===== src/rtl/arashi_rr_sched.sv =====
// Credit-based round-robin read scheduler for the shared arashi memory FIFO.
// Issues at most one registered one-hot grant per cycle and supports a flush/drain sequence.
module arashi_rr_sched #(
  parameter int unsigned THREAD_NUM_WIDTH = 2,
  parameter int unsigned CREDIT_WIDTH     = 2,
  parameter int unsigned MAX_CREDIT       = 3,
  localparam int unsigned THREAD_NUM      = 1 << THREAD_NUM_WIDTH
) (
  input  logic                        clk,
  input  logic                        rstn,
  input  logic [THREAD_NUM-1:0]       req,
  input  logic [THREAD_NUM-1:0]       mask,
  input  logic                        grant_en,
  input  logic [THREAD_NUM-1:0]       done,
  input  logic                        flush,
  output logic                        ready,
  output logic [THREAD_NUM_WIDTH-1:0] thread_id,
  output logic [THREAD_NUM-1:0]       grant_onehot,
  output logic                        busy,
  output logic                        flush_done,
  output logic                        err_credit
);

  localparam logic [CREDIT_WIDTH-1:0] MaxCred = CREDIT_WIDTH'(MAX_CREDIT);

  typedef enum logic [1:0] {StRun, StDrain, StDone} state_e;

  state_e                        state_q, state_d;
  logic [THREAD_NUM_WIDTH-1:0]   last_q, last_d;
  logic [THREAD_NUM_WIDTH-1:0]   thread_id_q, thread_id_d;
  logic                          ready_q, ready_d;
  logic [THREAD_NUM-1:0]         grant_q, grant_d;
  logic                          err_q, err_d;
  logic [CREDIT_WIDTH-1:0]       credit_q [THREAD_NUM];
  logic [CREDIT_WIDTH-1:0]       credit_d [THREAD_NUM];

  logic [THREAD_NUM-1:0]         elig;
  logic [THREAD_NUM-1:0]         full_vec;
  logic                          all_full;
  logic                          grant_ok;
  logic                          grant_vld;
  logic                          found;
  logic [THREAD_NUM_WIDTH-1:0]   winner;
  logic [THREAD_NUM_WIDTH-1:0]   idx;
  logic [THREAD_NUM-1:0]         grant_vec;

  // Per-thread eligibility and credit-full flags
  always_comb begin
    elig     = '0;
    full_vec = '0;
    for (int unsigned i = 0; i < THREAD_NUM; i++) begin
      elig[i]     = req[i] & ~mask[i] & (credit_q[i] != '0);
      full_vec[i] = (credit_q[i] == MaxCred);
    end
    all_full = &full_vec;
  end

  // Round-robin scan starting just after the last winner
  always_comb begin
    found  = 1'b0;
    winner = last_q;
    idx    = '0;
    for (int unsigned k = 1; k <= THREAD_NUM; k++) begin
      idx = last_q + THREAD_NUM_WIDTH'(k);
      if (!found && elig[idx]) begin
        found  = 1'b1;
        winner = idx;
      end
    end
  end

  assign grant_vld = grant_ok & grant_en & found;
  assign grant_vec = grant_vld ? (THREAD_NUM'(1) << winner) : '0;

  // FSM: state register
  always_ff @(posedge clk) begin
    if (!rstn) begin
      state_q <= StRun;
    end else begin
      state_q <= state_d;
    end
  end

  // FSM: next state
  always_comb begin
    state_d = state_q;
    unique case (state_q)
      StRun:   if (flush) state_d = StDrain;
      StDrain: if (all_full) state_d = StDone;
      StDone:  state_d = StRun;
      default: state_d = StRun;
    endcase
  end

  // FSM: outputs
  always_comb begin
    grant_ok   = (state_q == StRun);
    busy       = (state_q != StRun);
    flush_done = (state_q == StDone);
  end

  // Credit bookkeeping; a simultaneous grant and done cancel out
  always_comb begin
    err_d = err_q;
    for (int unsigned i = 0; i < THREAD_NUM; i++) begin
      credit_d[i] = credit_q[i];
      unique case ({grant_vec[i], done[i]})
        2'b10: credit_d[i] = credit_q[i] - 1'b1;
        2'b01: begin
          if (full_vec[i]) begin
            err_d = 1'b1;
          end else begin
            credit_d[i] = credit_q[i] + 1'b1;
          end
        end
        default: credit_d[i] = credit_q[i];
      endcase
    end
  end

  always_comb begin
    ready_d     = grant_vld;
    grant_d     = grant_vec;
    thread_id_d = grant_vld ? winner : thread_id_q;
    last_d      = grant_vld ? winner : last_q;
  end

  always_ff @(posedge clk) begin
    if (!rstn) begin
      ready_q     <= 1'b0;
      grant_q     <= '0;
      thread_id_q <= '0;
      last_q      <= THREAD_NUM_WIDTH'(THREAD_NUM - 1);
      err_q       <= 1'b0;
      for (int unsigned i = 0; i < THREAD_NUM; i++) begin
        credit_q[i] <= MaxCred;
      end
    end else begin
      ready_q     <= ready_d;
      grant_q     <= grant_d;
      thread_id_q <= thread_id_d;
      last_q      <= last_d;
      err_q       <= err_d;
      for (int unsigned i = 0; i < THREAD_NUM; i++) begin
        credit_q[i] <= credit_d[i];
      end
    end
  end

  assign ready        = ready_q;
  assign thread_id    = thread_id_q;
  assign grant_onehot = grant_q;
  assign err_credit   = err_q;

endmodule


===== config.mk =====
export PLATFORM = sky130hd
export DESIGN_NAME = arashi_rr_sched
export DESIGN_NICKNAME = d
export VERILOG_FILES = /design/src/rtl/arashi_rr_sched.sv
export SDC_FILE = /design/constraint.sdc
export NUM_CORES = 1
export LEC_CHECK = 0
export CAP_MARGIN = 20
export CORE_UTILIZATION = 50
export CTS_CLUSTER_DIAMETER = 80
export DETAILED_ROUTE_END_ITERATION = 8
export DONT_BUFFER_PORTS = 1
export GPL_TIMING_DRIVEN = 0
export PLACE_DENSITY = 0.67
export REMOVE_ABC_BUFFERS = 1
export SYNTH_ARGS = -nofsm -noshare
export SYNTH_HDL_FRONTEND = slang
export SYNTH_SLANG_ARGS = --single-unit

===== constraint.sdc =====
create_clock -name clk -period 2.7 [get_ports clk]
set_clock_uncertainty 0.15 [all_clocks]
set_input_delay 0.27 -clock clk [delete_from_list [all_inputs] [get_ports clk]]
set_output_delay 0.27 -clock clk [all_outputs]
set_load 0.01 [all_outputs]

==> metrics.txt <==
Synth Flop Type=dfxtp_1; die width=between 40 and 50 µm; Critical Path End Type=flip-flop; DRC viols=0; worst-path fanout max=7; Layout fillers=~200; Yosys reg bits=20; DR WL met2=1070 µm; Post-synth ARST share=0%; drt pass-1 iters=4; share of layout cells above drive strength 1=under 10%; final hold violations=0; clk slew on worst S/H paths=about 0.12 ns; Sw Pwr=about 170 µW; CTS max path bufs=2; area added between synthesis and finish=11.4%; Hold Slack=about 0.014 ns; row count=16; die height=approximately 48 µm; post-synthesis average cell area=roughly 8.6 µm²; Post-Route M1 WL=about 1100 µm; synthesized area=1040 µm²; first-pass GRT wire length=about 3700 µm; wire per inst=15.0 µm; kind of critical path=reg2reg; internal reg-to-reg setup slack=0.20 ns; Register-to-Register Path Depth=7; overall fraction of global-route tracks in use=between 20% and 30%; CP startpoint kind=flip-flop; pin count of the biggest net entering global routing=16; Slew HR=~68%; highest metal used=met4; routed wire length=2310 µm; Seq pwr share=48.6%; grt ovf=0; RSZ-0062 raised after global routing=no; Max H-tree Level=1; TritonCTS clock tree=done; Post-Layout Cell Count=around 150; Worst Tran Pin Value=between 0.4 and 0.5 ns; max cap viols=0; fin. max-slew vios=0; switching share of power=~25%; logic gate share of total power=between 10% and 20%; sequential area share after synthesis=a little under two fifths; die area=about 2300 µm²; Mapped Cells=122; initial antenna violation count=0; Cell variety after synth=46; Pleak=about 0.00047 µW; worst flop-to-flop path startpoint=credit_q[1][1]$_SDFFE_PN1P_; YS warnings=0; global placement routability congestion=0.734; TritonCTS Buffers=3; Pwr Density=580 nW/µm²; Worst Setup EP=credit_q[3][0]$_SDFFE_PN1P_; clock root buffer=clkbuf_4; met3 wire len=138 µm; Worst R2R End=credit_q[3][0]$_SDFFE_PN1P_; hold crit path type=in2reg; antenna-violating nets left=0; crit path DAT=approximately 2.6 ns; Cell Int Power=between 500 and 600 µW; Setup violations, final=0; Worst Setup SP=credit_q[1][1]$_SDFFE_PN1P_; Worst-Skew Late Latency=about 0.31 ns; routed via count=941; Placed Instances=roughly 140; peak supply drop=approximately 380 µV; f_max=about 400 MHz; Resized cells post-CTS=0; Clock Power Share=between 30% and 40%; final cycle utilization of the critical path=92.7%; core area=about 2000 µm²; ANT cells=0; Total Power=slightly below 700 µW; Layout Nets=~140; status=completed; placed cell area=between 1000 and 1500 µm²; vias in the first global route=a little over 800; number of synthesized flops with an enable pin=0; I/O Buffers=0; post-route cell area=1160 µm²; Initial Utilization=53.2%; Sum Neg Setup Slack=0 ns; Vias/cell=6.11; Final HPWL DP=between 1500 and 2000 µm; I/O pin total=26; min cycle time layout=about 2.5 ns; worst path required time=2.77 ns; TritonCTS Sinks=20; Iter 0 DRT Violations=29
## metal layers
layer / global-route usage, % / vias to the layer above
li1: - / 474
met1: 30.7 / 438
met2: 37.0 / 25
met3: 5.66 / 4
met4: 5.56 / 0
met5: 0 / -
## sequential cells by signal (all words and copies together) (netlist names)
register,flops
state_q,2
credit_q,8
thread_id,2
err_credit,1
grant_onehot,4
last_q,2
ready,1
## area by class of cell
class	instances	area, µm²	area share [%]
clock inverters	1	30.0	2.58
well taps	27	33.8	2.91
inverters	5	18.8	1.61
clock buffers	3	22.5	1.94
flip-flops and latches	20	400	34.4
repair buffers	6	60.1	5.17
multi-input cells	92	597	51.3
## worst min-delay path by stage
stage / startpoint / end / depth (start not counted) / slack [ns]
after global routing: done[0] / credit_q[0][0]$_SDFFE_PN1P_ / 2 / 0.02
after floorplan: rstn / last_q[0]$_SDFFE_PN1N_ / 1 / 0.20
after global placement: rstn / last_q[0]$_SDFFE_PN1N_ / 1 / 0.20
final: done[0] / credit_q[0][0]$_SDFFE_PN1P_ / 2 / 0.01
after detailed placement: rstn / credit_q[3][1]$_SDFFE_PN1P_ / 1 / 0.21
after CTS: done[0] / credit_q[0][0]$_SDFFE_PN1P_ / 2 / 0.004
## logic make-up after synthesis
| kind of cell | after synthesis | synth area share (%) |
|---|---|---|
| flip-flops | 20 | 38.4 |
| XOR/XNOR | 2 | 1.68 |
| AO/OA/AOI/OAI | 35 | 24.2 |
| buffers and inverters | 10 | 4.44 |
| AND/OR/NAND/NOR | 55 | 31.3 |
## worst max-delay path, cell delays in order, from the launching register on
cell      delay, ns
dfxtp_1        0.44
nor2_1         0.11
or3b_4         0.39
a41oi_1        0.46
nand3_2        0.22
nor3b_2        0.29
nor4_1         0.08
a311oi_1       0.27
## cells in the final DEF (no fill, tap or decap), drive strengths merged, types with 2 or more instances in the layout
cell type / synthesis / final
and4b: 2 / 2
nand2: 5 / 5
or2: 2 / 2
nor2: 14 / 14
xor2: 2 / 2
inv: 5 / 5
clkbuf: 3 / 3
nand2b: 2 / 2
a21oi: 8 / 8
a311oi: 4 / 4
nand3: 2 / 2
o21ai: 6 / 6
nor3: 5 / 5
or3b: 2 / 2
nand4: 3 / 3
nor4: 3 / 3
dlygate4sd3: 0 / 6
nor2b: 2 / 2
a31oi: 2 / 2
nor3b: 3 / 3
and3: 6 / 6
o211ai: 2 / 2
dfxtp: 20 / 20
## power by group through the flow
stage          registers [µW]  clock network (µW)  logic [µW]
6_report                  328                 249        98.1
4_1_cts                   328                 253        94.9
2_1_floorplan             331                   0        72.4
3_5_place_dp              335                   0        87.1
5_1_grt                   331                 263         109
3_3_place_gp              333                   0        84.5
## synthesized netlist by cell type, types with 2 or more instances
cell / n / area [µm²]
a21oi_1: 7 / 35.0
a311oi_1: 4 / 35.0
a31oi_1: 2 / 12.5
and3_1: 6 / 37.5
and4b_1: 2 / 20.0
clkbuf_1: 3 / 11.3
dfxtp_1: 20 / 400
inv_1: 5 / 18.8
nand2_1: 5 / 18.8
nand2b_1: 2 / 12.5
nand4_1: 3 / 18.8
nor2_1: 14 / 52.6
nor2b_1: 2 / 12.5
nor3_1: 5 / 25.0
nor3b_1: 2 / 15.0
nor4_1: 3 / 18.8
o211ai_1: 2 / 15.0
o21ai_0: 3 / 15.0
o21ai_1: 3 / 15.0
or3b_4: 2 / 22.5
xor2_1: 2 / 17.5
## through the flow
stage               util, %  worst slack (ns)
floorplan                 -             0.480
global placement       53.5             0.256
detailed placement     53.5             0.247
CTS                    58.2             0.208
global route           59.2            0.0462
finish                 59.2             0.196
## timing repair
item / CTS / global route
buffers inserted: 0 / 0
hold buffers: 4 / 2
hold endpoints to repair: 13 / 2
No activity file was read; power rests on OpenSTA's default activity.
